--- src/rtl/pattern_sel_pkg.sv ---
// Shared types and helpers for the test-pattern selector.
package pattern_sel_pkg;

    typedef enum logic [1:0] {
        IDLE = 2'd0,
        PEND = 2'd1,
        HOLD = 2'd2
    } sel_st_t;

    localparam int DEF_NPAT = 8;

    // dir = 1 steps forward, dir = 0 steps back; both wrap within 0..npat-1.
    function automatic int wrap_step(input int idx, input logic dir, input int npat);
        if (dir) begin
            return (idx == npat - 1) ? 0 : idx + 1;
        end
        return (idx == 0) ? npat - 1 : idx - 1;
    endfunction

endpackage

--- src/rtl/pattern_sel_ctrl_frame_counter.sv ---
// Frame-pulse counter: done fires on the tick that reaches LIMIT, then restarts from zero.
module frame_counter #(
    parameter int LIMIT = 2,
    parameter int W     = 16
) (
    input  logic clk,
    input  logic rst,
    input  logic clear,
    input  logic tick,
    output logic done
);

    logic [W-1:0] count;

    assign done = tick && !clear && (count == W'(LIMIT - 1));

    always_ff @(posedge clk) begin
        if (rst || clear) begin
            count <= '0;
        end else if (tick) begin
            count <= done ? '0 : count + 1'b1;
        end
    end

endmodule

--- src/rtl/pattern_sel_ctrl.sv ---
// Press-driven test-pattern index, applied only on frame boundaries with a post-apply holdoff.
// Optional idle auto-advance is enabled by defining PATTERN_SEL_AUTO_CYCLE_EN.
//
// state | meaning
// IDLE  | target equals applied pattern, nothing to do
// PEND  | target differs, apply on next frame_start_i
// HOLD  | just applied, waiting HOLD_FRAMES frames before another apply
module pattern_sel_ctrl
    import pattern_sel_pkg::*;
#(
    parameter int  NPAT        = DEF_NPAT,
    parameter int  RST_PAT     = 0,
    parameter int  HOLD_FRAMES = 2,
    parameter int  AUTO_FRAMES = 120,
    localparam int PW          = (NPAT <= 2) ? 1 : $clog2(NPAT)
) (
    input  logic          clk_i,
    input  logic          rst_i,
    input  logic          next_i,
    input  logic          prev_i,
    input  logic          frame_start_i,
    output logic [PW-1:0] pattern_o,
    output logic          pending_o,
    output logic          changed_o
);

    if (NPAT < 2 || NPAT > 256) begin : g_bad_npat
        $error("NPAT out of range 2..256");
    end
    if (RST_PAT < 0 || RST_PAT >= NPAT) begin : g_bad_rst_pat
        $error("RST_PAT must be below NPAT");
    end
    if (HOLD_FRAMES < 1 || HOLD_FRAMES > 255) begin : g_bad_hold
        $error("HOLD_FRAMES out of range 1..255");
    end
    if (AUTO_FRAMES < 1 || AUTO_FRAMES > 65535) begin : g_bad_auto
        $error("AUTO_FRAMES out of range 1..65535");
    end

    sel_st_t       state;
    logic [PW-1:0] target;
    logic [PW-1:0] target_next;
    logic [PW-1:0] pattern_next;
    logic          apply;
    logic          hold_done;

    frame_counter #(.LIMIT(HOLD_FRAMES), .W(16)) u_hold_cnt (
        .clk   (clk_i),
        .rst   (rst_i),
        .clear (state != HOLD),
        .tick  (frame_start_i),
        .done  (hold_done)
    );

`ifdef PATTERN_SEL_AUTO_CYCLE_EN
    logic auto_done;

    frame_counter #(.LIMIT(AUTO_FRAMES), .W(16)) u_auto_cnt (
        .clk   (clk_i),
        .rst   (rst_i),
        .clear ((state != IDLE) || next_i || prev_i),
        .tick  (frame_start_i),
        .done  (auto_done)
    );
`endif

    // The apply uses target as registered before this cycle, so a coincident press rolls into the next apply.
    always_comb begin
        target_next = target;
        if (next_i && !prev_i) begin
            target_next = PW'(wrap_step(int'(target), 1'b1, NPAT));
        end else if (prev_i && !next_i) begin
            target_next = PW'(wrap_step(int'(target), 1'b0, NPAT));
        end
`ifdef PATTERN_SEL_AUTO_CYCLE_EN
        else if (auto_done) begin
            target_next = PW'(wrap_step(int'(target), 1'b1, NPAT));
        end
`endif
        apply        = (state == PEND) && frame_start_i;
        pattern_next = apply ? target : pattern_o;
    end

    always_ff @(posedge clk_i) begin
        if (rst_i) begin
            state     <= IDLE;
            target    <= PW'(RST_PAT);
            pattern_o <= PW'(RST_PAT);
            pending_o <= 1'b0;
            changed_o <= 1'b0;
        end else begin
            target    <= target_next;
            pattern_o <= pattern_next;
            pending_o <= (target_next != pattern_next);
            changed_o <= apply;
            case (state)
                IDLE: begin
                    if (target_next != pattern_o) begin
                        state <= PEND;
                    end
                end
                PEND: begin
                    if (frame_start_i) begin
                        state <= HOLD;
                    end else if (target_next == pattern_o) begin
                        state <= IDLE;
                    end
                end
                HOLD: begin
                    if (hold_done) begin
                        state <= (target_next != pattern_o) ? PEND : IDLE;
                    end
                end
                default: state <= IDLE;
            endcase
        end
    end

endmodule

--- config.mk ---
export PLATFORM = sky130hd
export DESIGN_NAME = pattern_sel_ctrl
export DESIGN_NICKNAME = d
export VERILOG_FILES = /design/src/rtl/pattern_sel_pkg.sv /design/src/rtl/pattern_sel_ctrl_frame_counter.sv /design/src/rtl/pattern_sel_ctrl.sv
export SDC_FILE = /design/constraint.sdc
export NUM_CORES = 1
export LEC_CHECK = 0
export CAP_MARGIN = 15
export CORE_MARGIN = 4
export CORE_UTILIZATION = 55
export DETAILED_ROUTE_END_ITERATION = 10
export HOLD_SLACK_MARGIN = 0.08
export PLACE_DENSITY = 0.75
export SLEW_MARGIN = 25
export SYNTH_ARGS = -nofsm -noshare
export SYNTH_HDL_FRONTEND = slang
export SYNTH_HIERARCHICAL = 1
export SYNTH_SLANG_ARGS = --single-unit
--- constraint.sdc ---
create_clock -name clk_i -period 1.8 [get_ports clk_i]
set_input_delay 0.36 -clock clk_i [delete_from_list [all_inputs] [get_ports clk_i]]
set_output_delay 0.36 -clock clk_i [all_outputs]
set_load 0.1 [all_outputs]
==> summary.md <==
| Metric | Value |
|---|---|
| Y dimension of the die | `approximately 58 um` |
| Number of global-route vias before repair | `~1.0k` |
| Top sig layer | `met4` |
| Critical path capture point type | `register` |
| Post-Place Worst Slack | `-0.2423 ns` |
| Sum of negative setup slack | `0 ns` |
| Final core utilization | `0.7269` |
| Clk buf depth | `2` |
| Category of cells accounting for the largest share of critical-path delay | `simple AND/OR/NAND/NOR gates` |
| X dimension of the die | `just under 60 um` |
| PnR worst setup slack | `around 0.11 ns` |
| Gr ovfl total | `0` |
| Post-DR wirelength/cell | `about 14 um` |
| Syn avg cell area | `around 9.2 sq um` |
| Post-synthesis net count | `about 160` |
| Top_reg_cell synth | `dfxtp_1` |
| Post-DRT Antenna Nets | `0` |
| Final period util | `0.9401` |
| Total of max-cap violations | `0` |
| Antenna Cells | `0` |
| Cell-internal power | `838.3 uW` |
| Flop and latch count out of synthesis | `26` |
| Total number of nets in the final design | `between 150 and 200` |
| Switching power as a share of total power | `0.2865` |
| Min Tclk post-route | `1.692 ns` |
| Boundary pin count | `10` |
| Net switching power | `336.6 uW` |
| Peak VDD IR | `0.6603 mV` |
| Area of the mapped netlist | `between 1000 and 1500 sq um` |
| Number of unique standard cell types used by synthesis | `38` |
| FILL cells | `about 170` |
| Data arrival time of the critical path | `around 1.9 ns` |
| Critical path startpoint category | `register` |
| Worst max-slew margin expressed relative to the limit | `0.8000` |
| Detail Route met2 WL | `between 1 and 1.5 mm` |
| Via Count | `around 1.1k` |
| Crit path buf inv count | `1` |
| Initial core utilization | `0.6001` |
| Number of warning messages in the yosys log | `6` |
| Quantity of hold-fixing buffers added after cts | `0` |
| Number of H-tree levels | `1` |
| Growth of design area from synthesis to finish | `21.13%` |
| Maximum clock frequency | `slightly below 600 MHz` |
| Total routing resource utilization after global routing | `0.1684` |
| Cell chosen for the clock root | `clkbuf_4` |
| Final setup fails | `0` |
| Number of antenna violations at the first check in global routing | `0` |
| Wire length on met3 | `between 90 and 100 um` |
| Combinational share of power | `0.225` |
| Number of clock sinks | `26` |
| Clock slew at the register clock pins of the worst setup and hold paths | `~0.13 ns` |
| Category of the critical setup timing path | `reg -> reg` |
| Routed vias/inst | `roughly 5.4` |
| Portion of the post-synthesis area used by sequential elements | `0.3741` |
| Fraction of layout instances using a drive strength above 1 | `0.2426` |
| # DRC | `0` |
| Routed WL | `between 2 and 3 mm` |
| Critical-path top delay cell | `dfxtp_2` |
| Detailed-router iteration count before antenna repair | `4` |
| Endpoints failing hold | `0` |
| Fin. max-slew vios | `0` |
| Async set-or-reset flop fraction in the synthesized netlist | `0` |
| Number of core rows | `17` |
| Hold/Removal Path Class | `reg -> reg` |
| Buffers added on ports | `9` |
| Post-DP HPWL | `between 1.5 and 2 mm` |
| Status | `completed` |
| Design Area, Final | `1685 sq um` |
| Worst clock skew | `roughly 0.013 ns` |
| Clk network pwr share | `0.248` |
| CORE AREA | `around 2300 sq um` |
| Clock insertion delay at the later pin of the skew report | `around 0.32 ns` |
| Pin count of the biggest net entering global routing | `16` |
| Number of CTS-inserted buffers | `3` |
| Metal-1 WL | `roughly 1.2 mm` |
| CP peak stage delay | `0.36 ns` |
| Highest fanout seen on the critical path | `3` |
| Clock tree from TritonCTS | `yes` |
| Leakage power of the design | `~0.00061 uW` |
| Multi-input logic area | `840.8 sq um` |
| Most used cells in the layout excluding fill and tap cells | `nor2_1 (26), dfxtp_1 (21), xnor2_1 (14)` |
| Worst path cell trace | `inv_1 > ha_1 > nor4b_2 > nand4_1 > nor2_1 > nor2b_1 > o22a_1 > a311oi_2` |
| Most frequent standard cell in the layout excluding fill and tap cells | `nor2_1` |
| Number of DRC markers in iteration 0 | `79` |
| First-pass GRT wire length | `4.547 mm` |
| Final Wtd Congestion | `0.7494` |
| Area after DPL | `1609 sq um` |
| Die footprint | `between 3000 and 4000 sq um` |
| Worst slew pin tran | `0.2991 ns` |
| Areal power density over the cells | `697.1 nW/um^2` |
| Post-synth EDFFs | `0` |
| Cell count after synthesis | `between 150 and 200` |
| Proportion of power drawn by flip-flops and latches | `0.527` |
| Combined flip-flop and latch cell area | `roughly 530 sq um` |
| Crit path required time | `between 2 and 2.5 ns` |
[worst min-delay path, delay by kind of cell, from the launching register on]
family | cells | cell delay (ns)
simple gates | 2 | 0.17
flops | 1 | 0.35
[metrics by stage]
step	hold slack (ns)	total power [uW]	std cells
4_1_cts	0.5486	1180	197
2_1_floorplan	0.4368	803.5	151
5_1_grt	0.5867	1233	197
3_5_place_dp	0.5236	889.2	193
6_report	0.5472	1175	197
3_3_place_gp	0.5247	882.8	193
[power by group through the flow]
stage          clock network [uW]  registers [uW]  logic (uW)
4_1_cts                       301             619         260
6_report                      291             620         264
3_5_place_dp                    0             630         259
5_1_grt                       325             624         284
3_3_place_gp                    0             631         252
2_1_floorplan                   0             674         129
[cells by family after synthesis]
family                     synth area share
DFF                                  0.3741
and+or+nand+nor                      0.2887
xor gates and xnor gates             0.1322
adders and majority gates           0.05396
buffers and inverters               0.04227
muxes                               0.01439
AOI/OAI and AO/OA                   0.09443
[worst paths after layout]
path | slack, ns | cells past startpoint | end | start
worst min register to register | 0.55 | 2 | u_hold_cnt/count[1] | state[1]
worst min-delay path | 0.55 | 2 | u_hold_cnt/count[1] | state[1]
worst max-delay path | 0.11 | 8 | state[0] | u_hold_cnt/count[1]
worst max register to register | 0.11 | 8 | state[0] | u_hold_cnt/count[1]
[what timing repair did]
action,4_1_cts,5_1_grt
gates resized for setup,2,10
buffers inserted,0,0
pin swaps,0,2
setup endpoints to repair,1,1
[area by class of cell]
cell class                      count  area share
Multi-Input combinational cell    113      0.4989
Sequential cell                    26      0.3140
Timing Repair Buffer               19      0.1292
Clock buffer                        4     0.02153
Tap cell                           28     0.02079
Inverter                            7     0.01559
[sequential cells by signal, summed over array words and instances (netlist names)]
name / count
target: 3
pending_o: 1
state: 2
pattern_o: 3
changed_o: 1
u_hold_cnt/count: 16
[cells in the mapped netlist (2+ instances only)]
library cell | n | share of area
o21ai_1 | 2 | 0.0072
nand3_1 | 3 | 0.011
nand4_1 | 3 | 0.013
xnor2_1 | 14 | 0.088
dfxtp_1 | 26 | 0.37
nor2_1 | 26 | 0.070
nor3_1 | 6 | 0.022
xor2_1 | 7 | 0.044
nor4b_1 | 2 | 0.013
inv_1 | 7 | 0.019
a21oi_1 | 5 | 0.018
nor4_2 | 4 | 0.036
nor4_1 | 2 | 0.0090
nand2b_1 | 2 | 0.0090
ha_1 | 6 | 0.054
nand4_2 | 2 | 0.018
buf_2 | 2 | 0.0072
nand2_1 | 6 | 0.016
nor2b_1 | 6 | 0.027
mux2i_1 | 2 | 0.014
[layer usage]
metal	vias up	track usage
li1	553	-
met2	15	0.2887
met5	-	0
met4	0	0.02980
met3	2	0.04167
met1	495	0.2157
Note: power is estimated with default switching activity, not from simulation.
